<file path="src/rtl/instruction_mem_loader.sv">
// Instruction memory write-side loader: packs a valid/ready byte stream MSB-first
// into 32-bit words and writes them at wordIndex*4 while holding the CPU.
module instruction_mem_loader #(
  parameter int numInstructions = 12
) (
  input  logic        clock,
  input  logic        resetN,
  input  logic        start,
  input  logic        endLoad,
  input  logic [7:0]  byteIn,
  input  logic        byteValid,
  output logic        byteReady,
  output logic        memWriteEnable,
  output logic [31:0] memAddress,
  output logic [31:0] memWriteData,
  output logic [31:0] wordsWritten,
  output logic        cpuHold,
  output logic        loadDone
);

  typedef enum logic [1:0] {IDLE, COLLECT, WRITE, DONE} state_t;

  localparam logic [31:0] lastWord = 32'(numInstructions - 1);

  state_t      state, stateNext;
  logic [2:0]  byteIdx, byteIdxNext;
  logic [31:0] wordIdx, wordIdxNext;
  logic [31:0] buffer, bufferNext;
  logic [31:0] wordsNext, addrNext, dataNext;
  logic        flush, flushNext;
  logic        accept;
  logic [31:0] shifted;
  logic [2:0]  cnt;

  always_ff @(posedge clock or negedge resetN) begin
    if (!resetN) begin
      state        <= IDLE;
      byteIdx      <= '0;
      wordIdx      <= '0;
      buffer       <= '0;
      wordsWritten <= '0;
      memAddress   <= '0;
      memWriteData <= '0;
      flush        <= 1'b0;
    end else begin
      state        <= stateNext;
      byteIdx      <= byteIdxNext;
      wordIdx      <= wordIdxNext;
      buffer       <= bufferNext;
      wordsWritten <= wordsNext;
      memAddress   <= addrNext;
      memWriteData <= dataNext;
      flush        <= flushNext;
    end
  end

  always_comb begin
    stateNext      = state;
    byteIdxNext    = byteIdx;
    wordIdxNext    = wordIdx;
    bufferNext     = buffer;
    wordsNext      = wordsWritten;
    addrNext       = memAddress;
    dataNext       = memWriteData;
    flushNext      = flush;
    byteReady      = 1'b0;
    memWriteEnable = 1'b0;
    cpuHold        = 1'b0;
    loadDone       = 1'b0;
    accept         = 1'b0;
    shifted        = buffer;
    cnt            = byteIdx;

    case (state)
      IDLE, DONE: begin
        loadDone = (state == DONE);
        if (start) begin
          stateNext   = COLLECT;
          byteIdxNext = '0;
          wordIdxNext = '0;
          bufferNext  = '0;
          wordsNext   = '0;
          flushNext   = 1'b0;
        end
      end

      COLLECT: begin
        byteReady = 1'b1;
        cpuHold   = 1'b1;
        accept    = byteValid;
        shifted   = accept ? {buffer[23:0], byteIn} : buffer;
        cnt       = byteIdx + {2'b00, accept};
        if (cnt == 3'd4) begin
          stateNext   = WRITE;
          byteIdxNext = cnt;
          bufferNext  = shifted;
          addrNext    = {wordIdx[29:0], 2'b00};
          dataNext    = shifted;
          flushNext   = endLoad;
        end else if (endLoad) begin
          if (cnt == 3'd0) begin
            stateNext = DONE;
          end else begin
            // Left-align the partial word as though zero bytes had followed.
            stateNext   = WRITE;
            byteIdxNext = cnt;
            addrNext    = {wordIdx[29:0], 2'b00};
            flushNext   = 1'b1;
            case (cnt)
              3'd1:    bufferNext = {shifted[7:0], 24'h0};
              3'd2:    bufferNext = {shifted[15:0], 16'h0};
              default: bufferNext = {shifted[23:0], 8'h0};
            endcase
            dataNext = bufferNext;
          end
        end else begin
          byteIdxNext = cnt;
          bufferNext  = shifted;
        end
      end

      WRITE: begin
        memWriteEnable = 1'b1;
        cpuHold        = 1'b1;
        wordIdxNext    = wordIdx + 32'd1;
        wordsNext      = wordsWritten + 32'd1;
        byteIdxNext    = '0;
        bufferNext     = '0;
        flushNext      = 1'b0;
        stateNext      = (wordIdx == lastWord || flush) ? DONE : COLLECT;
      end

      default: stateNext = IDLE;
    endcase
  end

endmodule

</file>
<file path="config.mk">
export PLATFORM = sky130hd
export DESIGN_NAME = instruction_mem_loader
export DESIGN_NICKNAME = d
export VERILOG_FILES = /design/src/rtl/instruction_mem_loader.sv
export SDC_FILE = /design/constraint.sdc
export NUM_CORES = 1
export LEC_CHECK = 0
export ABC_AREA = 1
export CAP_MARGIN = 20
export CORE_MARGIN = 10
export CORE_UTILIZATION = 50
export CTS_BUF_LIST = sky130_fd_sc_hd__clkbuf_8
export CTS_CLUSTER_DIAMETER = 30
export DETAILED_ROUTE_END_ITERATION = 8
export MAX_ROUTING_LAYER = met4
export PLACE_DENSITY = 0.76
export SKIP_CTS_REPAIR_TIMING = 1
export SYNTH_ARGS = -nofsm -noshare
export SYNTH_HDL_FRONTEND = slang
export SYNTH_SLANG_ARGS = --single-unit
</file>
<file path="constraint.sdc">
create_clock -name clock -period 2 [get_ports clock]
set_input_delay 0.4 -clock clock [delete_from_list [all_inputs] [get_ports clock]]
set_output_delay 0.4 -clock clock [all_outputs]
set_load 0.01 [all_outputs]
</file>
# ---- After elaboration in Yosys (flattened, before gate mapping)
# Cells that the tools add are included.
dict set report classes {
  reduce_logical 12
  addsub 3
  mux 34
  eq_ne 12
}
# operator count
set ops {}
lappend ops {{32-bit 2-to-1 mux} 10}
lappend ops {{32-bit one-hot mux with 2 select lines} 3}
lappend ops {{32-bit one-hot mux with 3 select lines} 1}
lappend ops {{32-bit by 1-bit adder with 32-bit output, second input constant} 2}
lappend ops {{32-bit by 4-bit == test with 1-bit output, second input constant} 1}
lappend ops {{3-bit 2-to-1 mux} 4}
lappend ops {{1-bit 2-to-1 mux} 9}
lappend ops {{3-bit one-hot mux with 3 select lines} 1}
lappend ops {{2-bit 2-to-1 mux} 4}
lappend ops {{3-bit != test, second input constant} 2}
lappend ops {{2-bit one-hot mux with 3 select lines} 1}
lappend ops {{2-bit AND reduction} 3}
lappend ops {{3-bit AND reduction} 2}
lappend ops {{2-bit == test, second input constant} 2}
lappend ops {{2-bit != test, second input constant} 2}
lappend ops {{4-bit != test, second input constant} 1}
lappend ops {{2-bit nonzero test} 2}
lappend ops {{2-bit OR reduction} 2}
lappend ops {{3-bit by 1-bit adder with 3-bit output} 1}
lappend ops {{3-bit by 1-bit == test with 1-bit output, second input constant} 1}
lappend ops {{3-bit by 2-bit == test with 1-bit output, second input constant} 1}
lappend ops {{3-bit == test, second input constant} 1}
lappend ops {{3-bit logical NOT} 1}
lappend ops {{1-bit one-hot mux with 3 select lines} 1}
lappend ops {{3 further kinds} 3}
dict set report totals {
  output_inout_bits 100
  in_bits 13
  wordCells 69
  regBits 166
}

# ---- Depth between registers and ports, before layout
# Gate-level depths: netlist of the first run.
dict set report depth {
  word_depth 7
  ltp_mapped 14
  ltp_nobuf 13
}

# ---- Least setup slack after synthesis of the first run
# Ideal clock, no wire load.
dict set report synth_path {
  path_type {input port to flip-flop}
  start {in byteValid}
  end {reg buffer[13]}
  n_path_buf 1
  setup_time_ns 0.126
  arrival_ns 1.849
  setup_slack_ns 0.025
  t_required_ns 1.874
  cell_stages 10
  cell_sequence {ha_1 ha_1 nor2_2 nand2_1 nand2_2 inv_2 buf_2 or2_2 nand2_1 o22ai_1}
}
dict set report synth_between {
  elab_chain_len 7
  elab_cells_between_ends 13
  cone_classes {add/sub (1); eq/ne (4); mux (6); reduce/logical (2)}
}
# element line_no
set synth_rtl {}
lappend synth_rtl {{start: declaration} 11} ;# input logic byteValid,
lappend synth_rtl {{3-bit by 1-bit adder with 3-bit output} 92} ;# cnt = byteIdx + {2'b00, accept};
lappend synth_rtl {{3-bit by 2-bit == test with 1-bit output / 3-bit by 1-bit == test with 1-bit output (equally long branches)} 109} ;# case (cnt)
lappend synth_rtl {{32-bit one-hot mux with 2 select lines} 109}
lappend synth_rtl {{32-bit 2-to-1 mux} 101} ;# if (cnt == 3'd0) begin
lappend synth_rtl {{32-bit 2-to-1 mux} 100} ;# end else if (endLoad) begin
lappend synth_rtl {{32-bit 2-to-1 mux} 93} ;# if (cnt == 3'd4) begin
lappend synth_rtl {{32-bit one-hot mux with 3 select lines} 74} ;# case (state)
lappend synth_rtl {{end signal: assignment} 49} ;# buffer <= bufferNext;
lappend synth_rtl {{end: declaration} 28} ;# logic [31:0] buffer, bufferNext;
# Several ways; a longest one is shown, not always the timed one. The select of a mux whose other input is x is not followed.
# A chain may end at the register's enable or synchronous reset.

# ---- Worst setup path in the final report of the first run
dict set report layout_path {
  start {reg byteIdx[0]}
  end {reg buffer[31]}
}
dict set report layout_between {
  elab_chain_len 7
  elab_cells_between_ends 12
  cone_classes {add/sub (1); eq/ne (4); mux (5); reduce/logical (2)}
}
# element line_no
set layout_rtl {}
lappend layout_rtl {{start: declaration} 26} ;# logic [2:0] byteIdx, byteIdxNext;
lappend layout_rtl {{start signal: assignment} 47} ;# byteIdx <= byteIdxNext;
lappend layout_rtl {{3-bit by 1-bit adder with 3-bit output *} 92}
lappend layout_rtl {{3-bit by 2-bit == test with 1-bit output / 3-bit by 1-bit == test with 1-bit output (equally long branches)} 109}
lappend layout_rtl {{32-bit one-hot mux with 2 select lines} 109}
lappend layout_rtl {{32-bit 2-to-1 mux} 101}
lappend layout_rtl {{32-bit 2-to-1 mux} 100}
lappend layout_rtl {{32-bit 2-to-1 mux} 93}
lappend layout_rtl {{32-bit one-hot mux with 3 select lines} 74}
# Mark *: on every way between the ends. The rest lies on a longest branch, timed or not. The select of a mux whose other input is x is not followed.

==> flow_metrics.py, run 1 <==
metrics = {
    "setup_path": {
        "endpoint_kind": "flip-flop",
        "path_max_fanout": 7,
        "cpPeakStageDelay_ns": 0.42,
        "crit_arrival_ns": 2.66,
        "startpoint_type": "flip-flop",
        "crit_top_cell": "buf_12",
        "crit_buf_inv": 5,
        "cpLargestDelayFamily": "buffers and inverters",
        "worstSetupPathType": "reg2reg",
        "critPathRequiredTime_ns": 2.38,
        "slowest_stage": "dfrtp_1",
        "path_cells": "ha_2 -> ha_4 -> xnor2_4 -> buf_12 -> buf_12 -> nand2_8 -> buf_12 -> clkinvlp_4 -> nand2_2 -> nand2_2 -> inv_2 -> nand3_1 -> nand2_1 -> nand2_1",
    },
    "die": {
        "die_w_um": 154.0,
        "core-area_mm2": 0.01748,
        "dieArea_mm2": 0.02371,
        "num_rows": 48,
        "io_pins": 113,
        "start_util_pct": 51.37,
        "die_h_um": 154.0,
    },
    "placement": {
        "gp_congestion": 0.9465,
        "dp_hpwl_um": 19670,
        "io_buffer_count": 110,
    },
    "timing": {
        "maxSlewViolCount": 0,
        "setup_violations": 97,
        "fin_crit_ns": 2.283,
        "skew_ns": 0.01948,
        "rsz0062_at_grt": "true",
        "hold_viol": 0,
        "setup_ws_ns": -0.2828,
        "clock.fmax_ghz": 0.4381,
        "worst_pin_slew_ns": 1.190,
        "relSlewSlack_pct": 19.86,
        "finalCritPeriodShare_pct": 114.1,
        "fin_hold_ws_ns": 0.4474,
    },
    "run": {
        "maxCapViolations": 0,
    },
    "global_route": {
        "grt_overflow": 0,
        "grt_start_max_net_pins": 55,
        "gr-usage-all-layers_pct": 23.24,
        "antenna_found_initial": 1,
        "first_global_vias": 8805,
        "grt_pass1_wl_um": 44590,
    },
    "synthesis": {
        "synth_area_leader_cell": "dfrtp_1",
        "synth_top_area_share_pct": 45.71,
        "synth_edf_count": 0,
        "yosys-top-cells-area": "dfrtp_1, nand2_1, nor2_1",
        "synth-main-ff-cell": "dfrtp_1",
        "synth.distinct_cells": 43,
        "synthTopCellsByCount": "nand2_1, dfrtp_1, nor2_1",
        "yosysWarnings": 0,
        "synth.most_common_cell": "nand2_1",
        "syn_area_per_cell_um2": 7.234,
        "yosysSeqAreaShare_pct": 45.71,
        "syn_inst": 1241,
        "syn_area_mm2": 0.008977,
        "async_flop_share_pct": 100.0,
        "ys_seq_elements": 164,
    },
    "drt": {
        "drt-met1-wl_um": 13000,
        "wl_per_cell_um": 19.57,
        "met2_wirelength_um": 15960,
        "ant_nets": 0,
        "viasPerCell": 5.787,
        "routed.top_layer": "met4",
        "drc": 0,
        "totalWireLength_um": 33720,
        "wl_met3_um": 2810,
        "drt_pass1_iterations": 6,
        "via_count": 9971,
        "drtIter0Drc": 1097,
    },
    "cells_and_area": {
        "nFillCells": 1252,
        "nets": 1505,
        "syn2layout_area_growth_pct": 46.15,
        "drive_gt1_share_pct": 24.98,
    },
    "clocking": {
        "htreeDepth": 4,
        "insertion_delay_ns": 0.49,
        "tritoncts": "yes",
        "root_buffer": "clkbuf_8",
        "cts_buffers": 17,
        "cts_sinks": 164,
        "clock_path_buffers": 2,
        "path_clk_slew_ns": 0.11,
    },
    "pwr": {
        "power_mw": 15.68,
        "leakagePower_nw": 6.293,
        "worst_ir_drop_vdd_uv": 848.5,
        "power_density_mw_per_mm2": 1195,
    },
    "worst_hold_path": {
        "min_path_type": "in2async",
    },
    "outcome": {
        "status": "finished, violations left",
        "violations": "setup timing",
    },
}
==> routing by layer <==
metal | GRT usage [%] | vias to the layer above
met4 | 9.357 | 0
met1 | 28.52 | 4734
li1 | - | 4483
met2 | 37.00 | 578
met5 | - | -
met3 | 4.491 | 176
==> path summary, 6_finish.rpt <==
path | start | to | slack [ns] | cells past startpoint
worst max register to register | byteIdx[0] | buffer[31] | -0.28 | 14
max in group asynchronous | resetN | wordsWritten[3] | 0.93 | 3
min in group clock | buffer[26] | buffer[26] | 0.48 | 2
worst max-delay path | byteIdx[0] | buffer[31] | -0.28 | 14
worst min register to register | buffer[26] | buffer[26] | 0.48 | 2
worst min-delay path | resetN | memWriteData[1] | 0.45 | 2
==> power breakdown <==
| part | total [mW] | switching (mW) | internal [mW] |
|---|---|---|---|
| combinational | 8.92 | 4.93 | 3.99 |
| sequential | 4.31 | 0.435 | 3.88 |
| clock | 2.44 | 1.41 | 1.03 |
==> cell type report <==
type                       instances  area, um2  share of cell area (%)
antenna                            1      2.502                 0.01907
clock inverter                    13      125.1                  0.9537
clock buffer                      18      247.7                   1.888
multi-input combinational        888       4886                   37.24
tap                              225      281.5                   2.146
inverter                         140      553.0                   4.215
sequential                       164       4105                   31.29
timing repair buffer             271       2885                   21.99
timing repair inverter             3      33.78                  0.2575
==> metrics by stage <==
step | TNS, ns | worst slack [ns] | cells | utilization, % | cell area (um2)
after floorplan | 0 | 0.02531 | 1242 | - | 8981
after global placement | -56.92 | -0.7001 | 1641 | 63.22 | 11050
after detailed placement | -63.07 | -0.6798 | 1641 | 63.22 | 11050
after CTS | -11.16 | -0.3712 | 1672 | 65.36 | 11420
after global routing | -14.16 | -0.3080 | 1723 | 75.07 | 13120
final | -10.60 | -0.2828 | 1723 | 75.07 | 13120
==> state kept, by name, indices dropped and copies added (netlist names) <==
name / flops
wordIdx: 32
state: 2
buffer: 32
wordsWritten: 32
flush: 1
memWriteData: 32
byteIdx: 3
memAddress: 30
==> placed cells by master, fill, tap and decap left out, types with 10 or more instances in the layout <==
master | netlist | final
nand2_1 | 379 | 330
dfrtp_1 | 164 | 163
nor2_1 | 145 | 131
inv_1 | 135 | 125
buf_4 | 8 | 107
clkdlybuf4s50_1 | 0 | 104
nand3_1 | 83 | 68
o21ai_0 | 102 | 52
nand2_2 | 5 | 37
a21oi_1 | 50 | 34
o21ai_1 | 1 | 28
o21ai_2 | 1 | 23
clkbuf_8 | 0 | 19
nor3_1 | 18 | 18
o22ai_1 | 17 | 17
buf_12 | 0 | 17
buf_6 | 4 | 17
nand3_2 | 0 | 15
nand2_4 | 1 | 13
nor2_2 | 4 | 12
clkbuf_16 | 0 | 12
nand4_1 | 11 | 11
a21oi_2 | 0 | 10
==> logic make-up after synthesis <==
logic type / count (synthesis) / share of synthesized area, %
and+or+nand+nor: 665 / 30.56
DFF: 164 / 45.71
muxes: 1 / 0.1115
adders and majority gates: 7 / 0.9756
xor gates and xnor gates: 2 / 0.2788
AOI/OAI and AO/OA: 211 / 13.30
buffers and inverters: 190 / 9.017
other: 1 / 0.04177
Power figures use the tool's default switching activity.
==> inputs of run 2 (changes only) <==
Settings changed: CAP_MARGIN 20 to not set, GPL_ROUTABILITY_DRIVEN set to 0.
==> flow_metrics.py, run 2 (same netlist as run 1, synthesis figures left out) <==
metrics = {
    "cells_and_area": {
        "final_util_pct": 68.41,
        "final_cell_mix": "nand2_1, dfrtp_1, nor2_1",
        "drive_gt1_share_pct": 16.60,
        "nets": 1477,
        "fin_cells": 1695,
        "syn2layout_area_growth_pct": 33.17,
        "nFillCells": 1442,
        "multiInputGateArea_mm2": 0.004318,
        "n_antenna_cell": 0,
        "regArea_mm2": 0.004106,
        "layout_commonest_cell": "nand2_1",
        "final_cell_area_mm2": 0.01196,
    },
    "drt": {
        "drt_pass1_iterations": 5,
        "wl_per_cell_um": 15.94,
        "ant_nets": 0,
        "viasPerCell": 5.388,
        "drtIter0Drc": 831,
        "via_count": 9132,
        "totalWireLength_um": 27010,
        "drc": 0,
    },
    "timing": {
        "hold_viol": 0,
        "fin_hold_ws_ns": 0.3895,
        "fin_crit_ns": 2.093,
        "finalCritPeriodShare_pct": 104.7,
        "tns_ns": -1.034,
        "setup_ws_ns": -0.09332,
        "clock.fmax_ghz": 0.4777,
        "setup_violations": 19,
        "skew_ns": 0.01079,
        "maxSlewViolCount": 0,
        "relSlewSlack_pct": 55.87,
        "worst_pin_slew_ns": 0.6550,
        "rsz0062_at_grt": "true",
    },
    "setup_path": {
        "reg2reg_setup_slack_ns": -0.09,
        "worstSetupPathType": "reg2reg",
        "crit_arrival_ns": 2.46,
        "ff2ff_path_depth": 9,
        "startpoint_type": "flip-flop",
        "endpoint_kind": "flip-flop",
        "critPathRequiredTime_ns": 2.36,
        "cp-startpoint": "byteIdx[0]",
        "r2r-end": "memWriteData[15]",
        "r2r-start": "byteIdx[0]",
        "endpoint": "memWriteData[15]",
        "path_max_fanout": 6,
    },
    "clocking": {
        "clock_path_buffers": 2,
        "cts_sinks": 164,
        "insertion_delay_ns": 0.49,
        "cts_buffers": 17,
        "path_clk_slew_ns": 0.09,
        "root_buffer": "clkbuf_8",
        "tritoncts": "yes",
        "htreeDepth": 4,
    },
    "pwr": {
        "switching_share_pct": 40.88,
        "power_mw": 13.53,
        "worst_ir_drop_vdd_uv": 773.2,
        "power_density_mw_per_mm2": 1132,
        "clock_power_share_pct": 17.9,
        "p_int_mw": 7.999,
        "leakagePower_nw": 5.863,
        "seq_power_share_pct": 31.5,
        "p_sw_mw": 5.531,
        "combinationalPowerShare_pct": 50.6,
    },
    "global_route": {
        "grt_start_max_net_pins": 55,
        "first_global_vias": 8774,
        "grt_pass1_wl_um": 42640,
        "antenna_found_initial": 0,
        "grt_overflow": 0,
        "gr-usage-all-layers_pct": 22.17,
    },
    "die": {
        "num_rows": 48,
        "die_h_um": 154.0,
        "io_pins": 113,
        "start_util_pct": 51.37,
        "dieArea_mm2": 0.02371,
        "die_w_um": 154.0,
        "core-area_mm2": 0.01748,
    },
    "placement": {
        "io_buffer_count": 110,
        "detailed_place.area_mm2": 0.01109,
        "dp_slack_ns": -0.6727,
        "numPlacedInstances": 1645,
        "dp_hpwl_um": 18980,
    },
    "worst_hold_path": {
        "min_path_type": "in2async",
    },
    "run": {
        "maxCapViolations": 0,
    },
    "outcome": {
        "status": "finished, violations left",
        "violations": "setup timing",
    },
}
[run 2: worst min-delay path by stage]
stage / end / cells after the start
finish: buffer[0] / 2
global route: buffer[0] / 2
CTS: buffer[0] / 1
detailed placement: buffer[4] / 1
global placement: buffer[4] / 1
floorplan: buffer[0] / 0
[run 2: area by class of cell]
| cell class | instances | share of cell area [%] |
|---|---|---|
| timing repair buffer | 245 | 19.52 |
| multi-input combinational | 889 | 36.12 |
| sequential | 164 | 34.35 |
| clock inverter | 15 | 1.214 |
| clock buffer | 17 | 1.957 |
| tap | 225 | 2.355 |
| inverter | 140 | 4.490 |
[run 2: power groups by stage]
stage	Sequential, mW	Combinational [mW]	Clock (mW)
floorplan	4.32	3.23	0
global placement	4.29	5.92	0
detailed placement	4.29	6.01	0
CTS	4.24	6.03	2.45
global route	4.33	7.43	2.59
finish	4.27	6.85	2.42
[run 2: worst max-delay path: stages, from the launching register on]
cell	delay, ns
dfrtp_1	0.40
ha_2	0.19
ha_4	0.18
xnor2_4	0.26
buf_6	0.17
nand2_8	0.06
nand3b_4	0.12
clkinvlp_4	0.24
buf_6	0.22
a2bb2oi_2	0.13
[run 2: per-layer routing]
layer / up-vias / share of wire [%] / global-route usage [%]
met3: 64 / 7.4 / 5.690
met5: - / 0 / -
li1: 4417 / - / -
met2: 336 / 49 / 35.94
met1: 4315 / 42 / 26.39
met4: 0 / 2.3 / 7.377
